<file path="src/rtl/rx_framer_mc_pkg.sv">
// rx_framer_pkg: definitions shared by the RX framer family.
//   state_e          - framer FSM state encoding
//   SYNC_WORD_DEF    - default header tag (header bits [31:16])
//   FCS_TAG_DEF      - default FCS tag (FCS word bits [31:16])
//   crc16_ccitt_w32  - CRC-16/CCITT (poly 0x1021, no reflection) over one
//                      32-bit word, MSB first, in a single step
package rx_framer_pkg;

    typedef enum logic [2:0] {
        ST_IDLE    = 3'd0,
        ST_HEADER  = 3'd1,
        ST_TS_MSB  = 3'd2,
        ST_TS_LSB  = 3'd3,
        ST_PAYLOAD = 3'd4,
        ST_FCS     = 3'd5
    } state_e;

    localparam logic [15:0] SYNC_WORD_DEF = 16'hCAFE;
    localparam logic [15:0] FCS_TAG_DEF   = 16'hC0DE;

    function automatic logic [15:0] crc16_ccitt_w32(input logic [15:0] crc_in,
                                                    input logic [31:0] data);
        logic [15:0] c;
        c = crc_in;
        for (int i = 31; i >= 0; i--) begin
            if (c[15] ^ data[i]) c = {c[14:0], 1'b0} ^ 16'h1021;
            else                 c = {c[14:0], 1'b0};
        end
        return c;
    endfunction

endpackage

</file>
<file path="src/rtl/rx_framer_mc_if.sv">
// rx_framer_mc_if: host-side FIFO write bus.
//   fifo_push - one-cycle write strobe per word (framer -> FIFO)
//   fifo_data - 32-bit word written with fifo_push (framer -> FIFO)
//   fifo_full - FIFO cannot accept a word (FIFO -> framer)
interface rx_framer_mc_if;
    logic        fifo_push;
    logic [31:0] fifo_data;
    logic        fifo_full;

    modport master (output fifo_push, output fifo_data, input fifo_full);
    modport slave  (input fifo_push, input fifo_data, output fifo_full);
endinterface

</file>
<file path="src/rtl/rx_framer_mc_rr_arbiter.sv">
// rx_rr_arbiter: combinational round-robin pick.
//   req_i         - per-channel request (channel FIFO non-empty)
//   last_ch_i     - channel served last; search starts one above it
//   grant_valid_o - some channel is requesting
//   grant_idx_o   - first requesting channel after last_ch_i, wrapping
module rx_rr_arbiter #(
    parameter int NUM_CH = 2,
    parameter int CH_W   = (NUM_CH > 1) ? $clog2(NUM_CH) : 1
) (
    input  logic [NUM_CH-1:0] req_i,
    input  logic [CH_W-1:0]   last_ch_i,
    output logic              grant_valid_o,
    output logic [CH_W-1:0]   grant_idx_o
);
    logic [CH_W-1:0] idx;

    always_comb begin
        grant_valid_o = 1'b0;
        grant_idx_o   = '0;
        idx           = '0;
        for (int i = 1; i <= NUM_CH; i++) begin
            idx = CH_W'((int'(last_ch_i) + i) % NUM_CH);
            if (!grant_valid_o && req_i[idx]) begin
                grant_valid_o = 1'b1;
                grant_idx_o   = idx;
            end
        end
    end
endmodule

</file>
<file path="src/rtl/rx_framer_mc.sv">
// rx_framer_mc: drains NUM_CH FWFT sample FIFOs round-robin into one host
// FIFO as frames of header, TS MSB, TS LSB, payload, FCS.
//   i_clk, i_reset - clock, synchronous active-high reset
//   i_enable       - allow new frames to start
//   i_cfg_len      - payload words per frame (0 means 1), latched at start
//   i_empty/i_data - per-channel FIFO status and FWFT data
//   o_read         - per-channel read strobe (combinational)
//   host           - host FIFO write bus (master side)
//   o_busy         - frame in progress
//   o_frame_cnt    - completed frames, all channels
//
// state      | meaning
// -----------+-----------------------------------------------
// ST_IDLE    | waiting for enable and a non-empty channel
// ST_HEADER  | push sync word, channel and sequence number
// ST_TS_MSB  | push timestamp bits [63:32]
// ST_TS_LSB  | push timestamp bits [31:0]
// ST_PAYLOAD | forward samples, update CRC and timestamp
// ST_FCS     | push FCS tag and CRC, count the frame
module rx_framer_mc
    import rx_framer_pkg::*;
#(
    parameter int          NUM_CH    = 2,
    parameter int          LEN_W     = 10,
    parameter logic [63:0] TS_INC    = 64'd250,
    parameter logic [15:0] SYNC_WORD = SYNC_WORD_DEF,
    parameter logic [15:0] FCS_TAG   = FCS_TAG_DEF
) (
    input  logic                 i_clk,
    input  logic                 i_reset,
    input  logic                 i_enable,
    input  logic [LEN_W-1:0]     i_cfg_len,
    input  logic [NUM_CH-1:0]    i_empty,
    input  logic [32*NUM_CH-1:0] i_data,
    output logic [NUM_CH-1:0]    o_read,
    rx_framer_mc_if.master       host,
    output logic                 o_busy,
    output logic [31:0]          o_frame_cnt
);
    localparam int CH_W = (NUM_CH > 1) ? $clog2(NUM_CH) : 1;

    state_e          state_q;
    logic [CH_W-1:0] sel_q;
    logic [CH_W-1:0] last_ch_q;
    logic [LEN_W-1:0] len_q;
    logic [15:0]     crc_q;
    logic            push_q;
    logic [31:0]     data_q;
    logic [31:0]     frame_cnt_q;
    logic [12:0]     seq_q [NUM_CH];
    logic [63:0]     ts_q  [NUM_CH];

    logic            grant_valid;
    logic [CH_W-1:0] grant_idx;
    logic [31:0]     word_sel;
    logic [15:0]     crc_d;
    logic [LEN_W-1:0] len_d;

    rx_rr_arbiter #(.NUM_CH(NUM_CH), .CH_W(CH_W)) u_arb (
        .req_i         (~i_empty),
        .last_ch_i     (last_ch_q),
        .grant_valid_o (grant_valid),
        .grant_idx_o   (grant_idx)
    );

    assign word_sel = i_data[32*sel_q +: 32];
    assign crc_d    = crc16_ccitt_w32(crc_q, word_sel);
    assign len_d    = (i_cfg_len == '0) ? '0 : i_cfg_len - LEN_W'(1);

    always_comb begin
        o_read = '0;
        if (state_q == ST_PAYLOAD && !host.fifo_full && !i_empty[sel_q])
            o_read[sel_q] = 1'b1;
    end

    always_ff @(posedge i_clk) begin
        if (i_reset) begin
            state_q     <= ST_IDLE;
            sel_q       <= '0;
            last_ch_q   <= CH_W'(NUM_CH - 1);
            len_q       <= '0;
            crc_q       <= 16'hFFFF;
            push_q      <= 1'b0;
            data_q      <= '0;
            frame_cnt_q <= '0;
            for (int c = 0; c < NUM_CH; c++) begin
                seq_q[c] <= '0;
                ts_q[c]  <= '0;
            end
        end else if (host.fifo_full) begin
            // Back-pressure freezes everything; only the strobe is dropped.
            push_q <= 1'b0;
        end else begin
            push_q <= 1'b0;
            case (state_q)
                ST_IDLE: begin
                    if (i_enable && grant_valid) begin
                        sel_q     <= grant_idx;
                        last_ch_q <= grant_idx;
                        len_q     <= len_d;
                        crc_q     <= 16'hFFFF;
                        state_q   <= ST_HEADER;
                    end
                end
                ST_HEADER: begin
                    push_q        <= 1'b1;
                    data_q        <= {SYNC_WORD, 3'(sel_q), seq_q[sel_q]};
                    seq_q[sel_q]  <= seq_q[sel_q] + 13'd1;
                    state_q       <= ST_TS_MSB;
                end
                ST_TS_MSB: begin
                    push_q  <= 1'b1;
                    data_q  <= ts_q[sel_q][63:32];
                    state_q <= ST_TS_LSB;
                end
                ST_TS_LSB: begin
                    push_q  <= 1'b1;
                    data_q  <= ts_q[sel_q][31:0];
                    state_q <= ST_PAYLOAD;
                end
                ST_PAYLOAD: begin
                    // An empty channel just pauses the frame.
                    if (!i_empty[sel_q]) begin
                        push_q      <= 1'b1;
                        data_q      <= word_sel;
                        crc_q       <= crc_d;
                        ts_q[sel_q] <= ts_q[sel_q] + TS_INC;
                        if (len_q == '0) state_q <= ST_FCS;
                        else             len_q   <= len_q - LEN_W'(1);
                    end
                end
                ST_FCS: begin
                    push_q      <= 1'b1;
                    data_q      <= {FCS_TAG, crc_q};
                    frame_cnt_q <= frame_cnt_q + 32'd1;
                    state_q     <= ST_IDLE;
                end
                default: state_q <= ST_IDLE;
            endcase
        end
    end

    assign host.fifo_push = push_q;
    assign host.fifo_data = data_q;
    assign o_busy         = (state_q != ST_IDLE);
    assign o_frame_cnt    = frame_cnt_q;
endmodule
</file>
<file path="src/flat_wrapper.sv">
// flat-port wrapper written by rule: the top's interface ports become plain ports
module rx_framer_mc_flat import rx_framer_pkg::*;
#(
    parameter int          NUM_CH    = 2,
    parameter int          LEN_W     = 10,
    parameter logic [63:0] TS_INC    = 64'd250,
    parameter logic [15:0] SYNC_WORD = SYNC_WORD_DEF,
    parameter logic [15:0] FCS_TAG   = FCS_TAG_DEF
)
  (i_clk, i_reset, i_enable, i_cfg_len, i_empty, i_data, o_read, o_busy, o_frame_cnt, host_fifo_push, host_fifo_data, host_fifo_full);
  rx_framer_mc_if host_i ();
  input  logic i_clk;
  input  logic i_reset;
  input  logic i_enable;
  input  logic [LEN_W-1:0] i_cfg_len;
  input  logic [NUM_CH-1:0] i_empty;
  input  logic [32*NUM_CH-1:0] i_data;
  output logic [NUM_CH-1:0] o_read;
  output logic o_busy;
  output logic [31:0] o_frame_cnt;
  output wire logic [$bits(host_i.fifo_push)-1:0] host_fifo_push;
  output wire logic [$bits(host_i.fifo_data)-1:0] host_fifo_data;
  input wire logic [$bits(host_i.fifo_full)-1:0] host_fifo_full;
  assign host_fifo_push = host_i.fifo_push;
  assign host_fifo_data = host_i.fifo_data;
  assign host_i.fifo_full = host_fifo_full;
  rx_framer_mc #(.NUM_CH(NUM_CH), .LEN_W(LEN_W), .TS_INC(TS_INC), .SYNC_WORD(SYNC_WORD), .FCS_TAG(FCS_TAG)) u_core (.i_clk(i_clk), .i_reset(i_reset), .i_enable(i_enable), .i_cfg_len(i_cfg_len), .i_empty(i_empty), .i_data(i_data), .o_read(o_read), .host(host_i), .o_busy(o_busy), .o_frame_cnt(o_frame_cnt));
endmodule
</file>
<file path="config.mk">
export PLATFORM = sky130hd
export DESIGN_NAME = rx_framer_mc_flat
export DESIGN_NICKNAME = d
export VERILOG_FILES = /design/src/rtl/rx_framer_mc_pkg.sv /design/src/rtl/rx_framer_mc_if.sv /design/src/rtl/rx_framer_mc_rr_arbiter.sv /design/src/rtl/rx_framer_mc.sv /design/src/flat_wrapper.sv
export SDC_FILE = /design/constraint.sdc
export NUM_CORES = 1
export LEC_CHECK = 0
export CAP_MARGIN = 20
export CORE_MARGIN = 5
export CORE_UTILIZATION = 30
export CTS_BUF_LIST = sky130_fd_sc_hd__clkbuf_8 sky130_fd_sc_hd__clkbuf_16
export CTS_CLUSTER_DIAMETER = 80
export CTS_CLUSTER_SIZE = 10
export DETAILED_ROUTE_END_ITERATION = 12
export PLACE_DENSITY = 0.47
export SLEW_MARGIN = 30
export SYNTH_ARGS = -nofsm -noshare
export SYNTH_HDL_FRONTEND = slang
export SYNTH_SLANG_ARGS = --single-unit
</file>
<file path="constraint.sdc">
create_clock -name i_clk -period 5.7 [get_ports i_clk]
set_input_delay 0.57 -clock i_clk [delete_from_list [all_inputs] [get_ports i_clk]]
set_output_delay 0.57 -clock i_clk [all_outputs]
set_load 0.01 [all_outputs]
</file>
==> results.sh, run 1 <==
export IMPL_htreeDepth=1
export IMPL_p_int_w=0.003562
export IMPL_dp_hpwl_um=32770
export IMPL_clkPwrFrac_pct=33.0
export IMPL_grt_remaining_overflow=0
export IMPL_p_sw_share_pct=28.89
export IMPL_setup_viol=0
export IMPL_synth_ff_type="edfxtp_1"
export IMPL_drv_slew=0
export IMPL_syn_avg_cell_area_um2=9.896
export IMPL_status="finished clean"
export IMPL_cts_resized=0
export IMPL_sequentialPowerShare_pct=40.5
export IMPL_maxSlewHeadroom_pct=35.21
export IMPL_io_buffers=147
export IMPL_hp_class="in -> reg"
export IMPL_setup_tns_ns=0
export IMPL_leakagePower_nw=6.184
export IMPL_required_ns=5.96
export IMPL_synth_cell_types=71
export IMPL_synth_area_mm2=0.01480
export IMPL_final_cell_area_mm2=0.01775
export IMPL_cts_hold_buffers_added=0
export IMPL_clk_pin_slew_ns=0.06
export IMPL_combPwrFrac_pct=26.4
export IMPL_die_h_um=232.1
export IMPL_maxCapViolations=0
export IMPL_muxShareOfSynthArea_pct=8.866
export IMPL_finalHoldWorstSlack_ns=0.4431
export IMPL_cp_common_cell="nand4_1"
export IMPL_num_vias=11450
export IMPL_grt_start_max_net_pins=69
export IMPL_ys_seq_elements=251
export IMPL_worst_path_buf_inv=1
export IMPL_diodes=0
export IMPL_dp_cells=2239
export IMPL_path_max_fanout=68
export IMPL_dieArea_mm2=0.05389
export IMPL_die_w_um=232.1
export IMPL_cts_setup_buffers=0
export IMPL_cp_cell_sequence="buf_12 > nand3_1 > a222oi_1 > nand4_1 > nor4_1 > and3_1 > nand4_1 > xnor2_1 > nor2_1"
export IMPL_finalHoldViolations=0
export IMPL_async_flop_share_pct=0
export IMPL_ir_drop_v=0.0001914
export IMPL_crit_path_start_kind="flip-flop"
export IMPL_synthesis_nets=1581
export IMPL_first_iter_violations=761
export IMPL_antenna_found_initial=1
export IMPL_fin_crit_sh_pct=76.16
export IMPL_antenna_left=0
export IMPL_ys_seq_area_share_pct=44.35
export IMPL_placed_area_mm2=0.01694
export IMPL_min_from="i_reset"
export IMPL_routabilityCongestion=0.8236
export IMPL_fmax_ghz=0.2304
export IMPL_period_needed_ns=4.341
export IMPL_wirelength_um=45980
export IMPL_viasPerCell=5.007
export IMPL_fin_cells=2287
export IMPL_grt_pass1_wl_um=69790
export IMPL_synth_edf_count=154
export IMPL_nNetsFinal=1691
export IMPL_synth_top_family_by_area="simple AND/OR/NAND/NOR gates"
export IMPL_drt_pass1_iterations=7
export IMPL_cts_buffers=29
export IMPL_slowest_delay_ns=0.86
export IMPL_p_per_area_mw_per_mm2=282.2
export IMPL_crit_family="simple AND/OR/NAND/NOR gates"
export IMPL_start_util_pct=30.31
export IMPL_cts_root_buf="clkbuf_16"
export IMPL_wl_per_cell_um=20.11
export IMPL_row_count=81
export IMPL_grt_total_usage_pct=16.52
export IMPL_setup_ws_ns=1.359
export IMPL_layout_drive_gt1_share_pct=8.256
export IMPL_worstSetupPathType="reg -> reg"
export IMPL_max_slew_worst_pin_slew_ns=0.9719
export IMPL_syn_inst=1496
export IMPL_ys_warn_count=0
export IMPL_synth_xor_area_share_pct=15.18
export IMPL_cp_slowest_cell="nor4_1"
export IMPL_cts_tree="yes"
export IMPL_pre_cts_ws_ns=1.355
export IMPL_arrival_ns=4.61
export IMPL_fin_worst_skew_ns=0.01811
export IMPL_cts_sinks=251
export IMPL_drc=0
export IMPL_clk_latency_ns=0.56
export IMPL_synth_compound_area_share_pct=9.601
export IMPL_synthSimpleGateAreaFrac_pct=18.67
export IMPL_syn_to_final_growth_pct=19.87
export IMPL_synthAdderAreaFrac_pct=0.4226
export IMPL_p_switching_w=0.001447
export IMPL_rsz0062_at_grt="false"
export IMPL_clockBufferDepth=3
export IMPL_coreArea_mm2=0.04885
export IMPL_grt_pass1_vias=11210
export IMPL_cp_end_kind="flip-flop"
export IMPL_ios=148
## metrics by stage
stage / power (W) / utilization, %
finish: 0.005008 / 36.33
global route: 0.005248 / 36.33
CTS: 0.005068 / 36.33
detailed placement: 0.003402 / 34.68
global placement: 0.003400 / 34.66
floorplan: 0.003042 / -
## Yosys cell counts (5+ instances only)
cell type,count,area (um^2)
nor2_1,280,1051
edfxtp_1,154,4624
nand2_1,111,416.7
dfxtp_1,97,1942
mux2i_1,77,770.7
xnor2_1,75,656.9
xor2_1,67,586.8
a21oi_1,61,305.3
clkbuf_1,61,229.0
nand3_1,47,235.2
o21ai_0,47,235.2
mux2_2,40,450.4
nor3_1,37,185.2
xnor3_1,25,563.0
nand2b_1,22,137.6
nor2b_1,22,137.6
a211oi_1,17,127.6
and3_1,15,93.84
o22ai_1,15,93.84
buf_1,14,52.55
inv_1,14,52.55
nand4_1,14,87.58
nand3b_1,13,97.59
o221ai_1,13,113.9
o211ai_1,12,90.09
buf_2,11,55.05
xnor2_2,10,162.7
or2_2,8,50.05
nor3b_1,7,52.55
xor3_1,7,166.4
a221oi_1,6,52.55
nor4_1,6,37.54
a22oi_1,5,37.54
a311oi_1,5,43.79
a32o_1,5,50.05
ha_1,5,62.56
mux2i_2,5,68.82
## layer usage
| metal | routed length [um] | up-vias | track usage [%] |
|---|---|---|---|
| met2 | 21020 | 273 | 26.50 |
| met5 | 13 | - | 0 |
| met1 | 21080 | 5577 | 22.81 |
| met4 | 1164 | 2 | 3.914 |
| li1 | - | 5551 | - |
| met3 | 2703 | 49 | 3.717 |
## layout make-up
type                            instances  area, um^2
Timing Repair Buffer                  168        1639
Fill cell                            5032       31100
Sequential cell                       251        6574
Clock buffer                           29       725.7
Multi-Input combinational cell       1140        7839
Clock inverter                         19       77.57
Inverter                               16       60.06
Tap cell                              664       830.8
## cell families after synthesis
kind of cell             count (synthesis)
adder cells (fa/ha/maj)                  5
buffers and inverters                  105
flip-flops                             251
multiplexers                           123
AO/OA/AOI/OAI                          219
AND/OR/NAND/NOR                        604
XOR/XNOR                               189
## cell usage in the layout (no fill, tap or decap), types with 17 or more instances in the layout
master,netlist,final
nor2_1,280,279
edfxtp_1,154,154
clkdlybuf4s50_1,0,146
nand2_1,111,111
dfxtp_1,97,93
mux2i_1,77,77
xnor2_1,75,75
xor2_1,67,67
a21oi_1,61,61
nand3_1,47,47
o21ai_0,47,47
mux2_2,40,40
nor3_1,37,37
inv_1,14,31
clkbuf_16,0,29
xnor3_1,25,25
nor2b_1,22,22
buf_4,0,21
nand2b_1,22,20
a211oi_1,17,17
## path summary, 6_finish.rpt
check	end	slack, ns	cells after the start
worst max register to register	u_core.ts_q[0][63]	1.36	9
worst min register to register	u_core.host.fifo_data[10]	0.45	2
worst max-delay path	u_core.ts_q[0][63]	1.36	9
worst min-delay path	u_core.o_frame_cnt[19]	0.44	2
## power by group through the flow
| stage | logic [W] | clock network [W] | registers [W] |
|---|---|---|---|
| floorplan | 0.000985 | 0 | 0.00206 |
| global placement | 0.00133 | 0 | 0.00207 |
| detailed placement | 0.00133 | 0 | 0.00207 |
| CTS | 0.00134 | 0.00170 | 0.00203 |
| global route | 0.00144 | 0.00177 | 0.00204 |
| finish | 0.00132 | 0.00165 | 0.00203 |
## flip-flops by register name, indices dropped and copies added, names as in the netlist, named ones only
name	count
u_core.crc_q	16
u_core.host.fifo_data	32
u_core.host.fifo_push	1
u_core.last_ch_q	1
u_core.len_q	10
u_core.o_frame_cnt	32
u_core.sel_q	1
u_core.seq_q	26
u_core.state_q	3
u_core.ts_q	128
No activity file was read; power rests on OpenSTA's default activity.
==> inputs of run 2 (changes only) <==
==> constraint.sdc (replaced) <==
create_clock -name i_clk -period 4.1 [get_ports i_clk]
set_input_delay 0.41 -clock i_clk [delete_from_list [all_inputs] [get_ports i_clk]]
set_output_delay 0.41 -clock i_clk [all_outputs]
set_load 0.01 [all_outputs]
==> results.sh, run 2 (same netlist as run 1, synthesis figures left out) <==
export IMPL_status="finished clean"
export IMPL_largest_reg_flops=128
export IMPL_final_common_cell="nor2_1"
export IMPL_clk_latency_ns=0.57
export IMPL_cts_setup_buffers=0
export IMPL_hp_class="in -> reg"
export IMPL_clkPwrFrac_pct=33.0
export IMPL_path_max_fanout=10
export IMPL_start_util_pct=30.31
export IMPL_p_int_w=0.004975
export IMPL_fin_crit_sh_pct=90.58
export IMPL_cp_cell_sequence="buf_4 > mux2i_1 > xnor2_1 > xnor3_1 > xnor3_1 > xnor3_2 > xnor3_1 > and3_1 > nor3_1"
export IMPL_final_cell_area_mm2=0.01804
export IMPL_rsz0062_at_grt="false"
export IMPL_ios=148
export IMPL_die_w_um=232.1
export IMPL_maxCapViolations=0
export IMPL_htreeDepth=1
export IMPL_cts_buffers=29
export IMPL_crit_path_start_kind="flip-flop"
export IMPL_placed_area_mm2=0.01722
export IMPL_cts_sinks=251
export IMPL_setup_tns_ns=0
export IMPL_grt_total_usage_pct=16.54
export IMPL_period_needed_ns=3.714
export IMPL_cts_tree="yes"
export IMPL_clockBufferDepth=3
export IMPL_num_vias=11460
export IMPL_cts_root_buf="clkbuf_16"
export IMPL_viasPerCell=4.935
export IMPL_fmax_ghz=0.2693
export IMPL_die_h_um=232.1
export IMPL_drt_pass1_iterations=4
export IMPL_p_sw_share_pct=29.10
export IMPL_worst_path_buf_inv=1
export IMPL_p_switching_w=0.002042
export IMPL_wirelength_um=46090
export IMPL_first_iter_violations=763
export IMPL_required_ns=4.59
export IMPL_wl_per_cell_um=19.84
export IMPL_finalHoldViolations=0
export IMPL_max_slew_worst_pin_slew_ns=0.9086
export IMPL_final_cell_mix="nor2_1, edfxtp_1, clkdlybuf4s50_1"
export IMPL_grt_start_max_net_pins=65
export IMPL_clk_pin_slew_ns=0.06
export IMPL_grt_pass1_vias=11340
export IMPL_nNetsFinal=1723
export IMPL_coreArea_mm2=0.04885
export IMPL_dieArea_mm2=0.05389
export IMPL_drc=0
export IMPL_cp_slowest_cell="xnor3_1"
export IMPL_combPwrFrac_pct=26.8
export IMPL_cp_common_cell="xnor3_1"
export IMPL_arrival_ns=4.20
export IMPL_p_total_w=0.007017
export IMPL_cts_resized=0
export IMPL_p_per_area_mw_per_mm2=389.0
export IMPL_dp_hpwl_um=33160
export IMPL_worstSetupPathType="reg -> reg"
export IMPL_setup_viol=0
export IMPL_leakagePower_nw=6.360
export IMPL_grt_remaining_overflow=0
export IMPL_antenna_left=0
export IMPL_ir_drop_v=0.0002442
export IMPL_layout_drive_gt1_share_pct=9.952
export IMPL_antenna_found_initial=2
export IMPL_io_buffers=147
export IMPL_crit_family="XOR/XNOR gates"
export IMPL_drv_slew=0
export IMPL_slowest_delay_ns=0.53
export IMPL_cp_end_kind="flip-flop"
export IMPL_fin_worst_skew_ns=0.01797
export IMPL_syn_to_final_growth_pct=21.83
export IMPL_cts_hold_buffers_added=0
export IMPL_routabilityCongestion=0.8547
export IMPL_maxSlewHeadroom_pct=39.42
export IMPL_reg2reg_depth=9
export IMPL_sequentialPowerShare_pct=40.2
export IMPL_row_count=81
export IMPL_cp_depth=9
export IMPL_regMostFlops="u_core.ts_q"
export IMPL_hold_depth=2
export IMPL_grt_pass1_wl_um=69590
run 2: cell type report:
| type | count | area (um^2) |
|---|---|---|
| timing repair buffer | 200 | 1929 |
| inverter | 16 | 60.06 |
| antenna | 1 | 2.502 |
| tap | 664 | 830.8 |
| sequential | 251 | 6574 |
| clock inverter | 22 | 92.59 |
| multi-input combinational | 1140 | 7821 |
| clock buffer | 29 | 725.7 |
| fill | 5008 | 30810 |
run 2: power by group through the flow:
| stage | Clock [W] | Combinational (W) | Sequential, W |
|---|---|---|---|
| global placement | 0 | 0.00188 | 0.00287 |
| global route | 0.00249 | 0.00201 | 0.00283 |
| CTS | 0.00238 | 0.00189 | 0.00282 |
| detailed placement | 0 | 0.00187 | 0.00287 |
| finish | 0.00232 | 0.00188 | 0.00282 |
| floorplan | 0 | 0.00137 | 0.00286 |
run 2: worst paths after layout:
check	endpoint	from	slack, ns
max reg2reg	u_core.crc_q[5]	u_core.sel_q	0.39
max	u_core.crc_q[5]	u_core.sel_q	0.39
min reg2reg	u_core.host.fifo_data[1]	u_core.host.fifo_data[1]	0.45
min	u_core.host.fifo_data[24]	i_reset	0.25
run 2: metal layers:
metal | wire length (um) | share of wire [%] | GRT usage, % | up-vias
met5 | 14 | 0.030 | 0 | -
met4 | 986 | 2.1 | 3.619 | 2
li1 | - | - | - | 5602
met2 | 21370 | 46 | 26.99 | 243
met1 | 20990 | 46 | 22.51 | 5564
met3 | 2725 | 5.9 | 3.852 | 53
run 2: per-stage QoR:
stage	hold slack (ns)	cells	utilization [%]	worst slack (ns)
3_5_place_dp	0.4472	2271	35.24	0.2419
3_3_place_gp	0.4354	2271	35.24	0.2677
5_1_grt	0.2538	2322	36.92	0.08948
6_report	0.2504	2323	36.92	0.3862
2_1_floorplan	0.4279	1496	-	0.004521
4_1_cts	0.2340	2322	36.92	0.3994
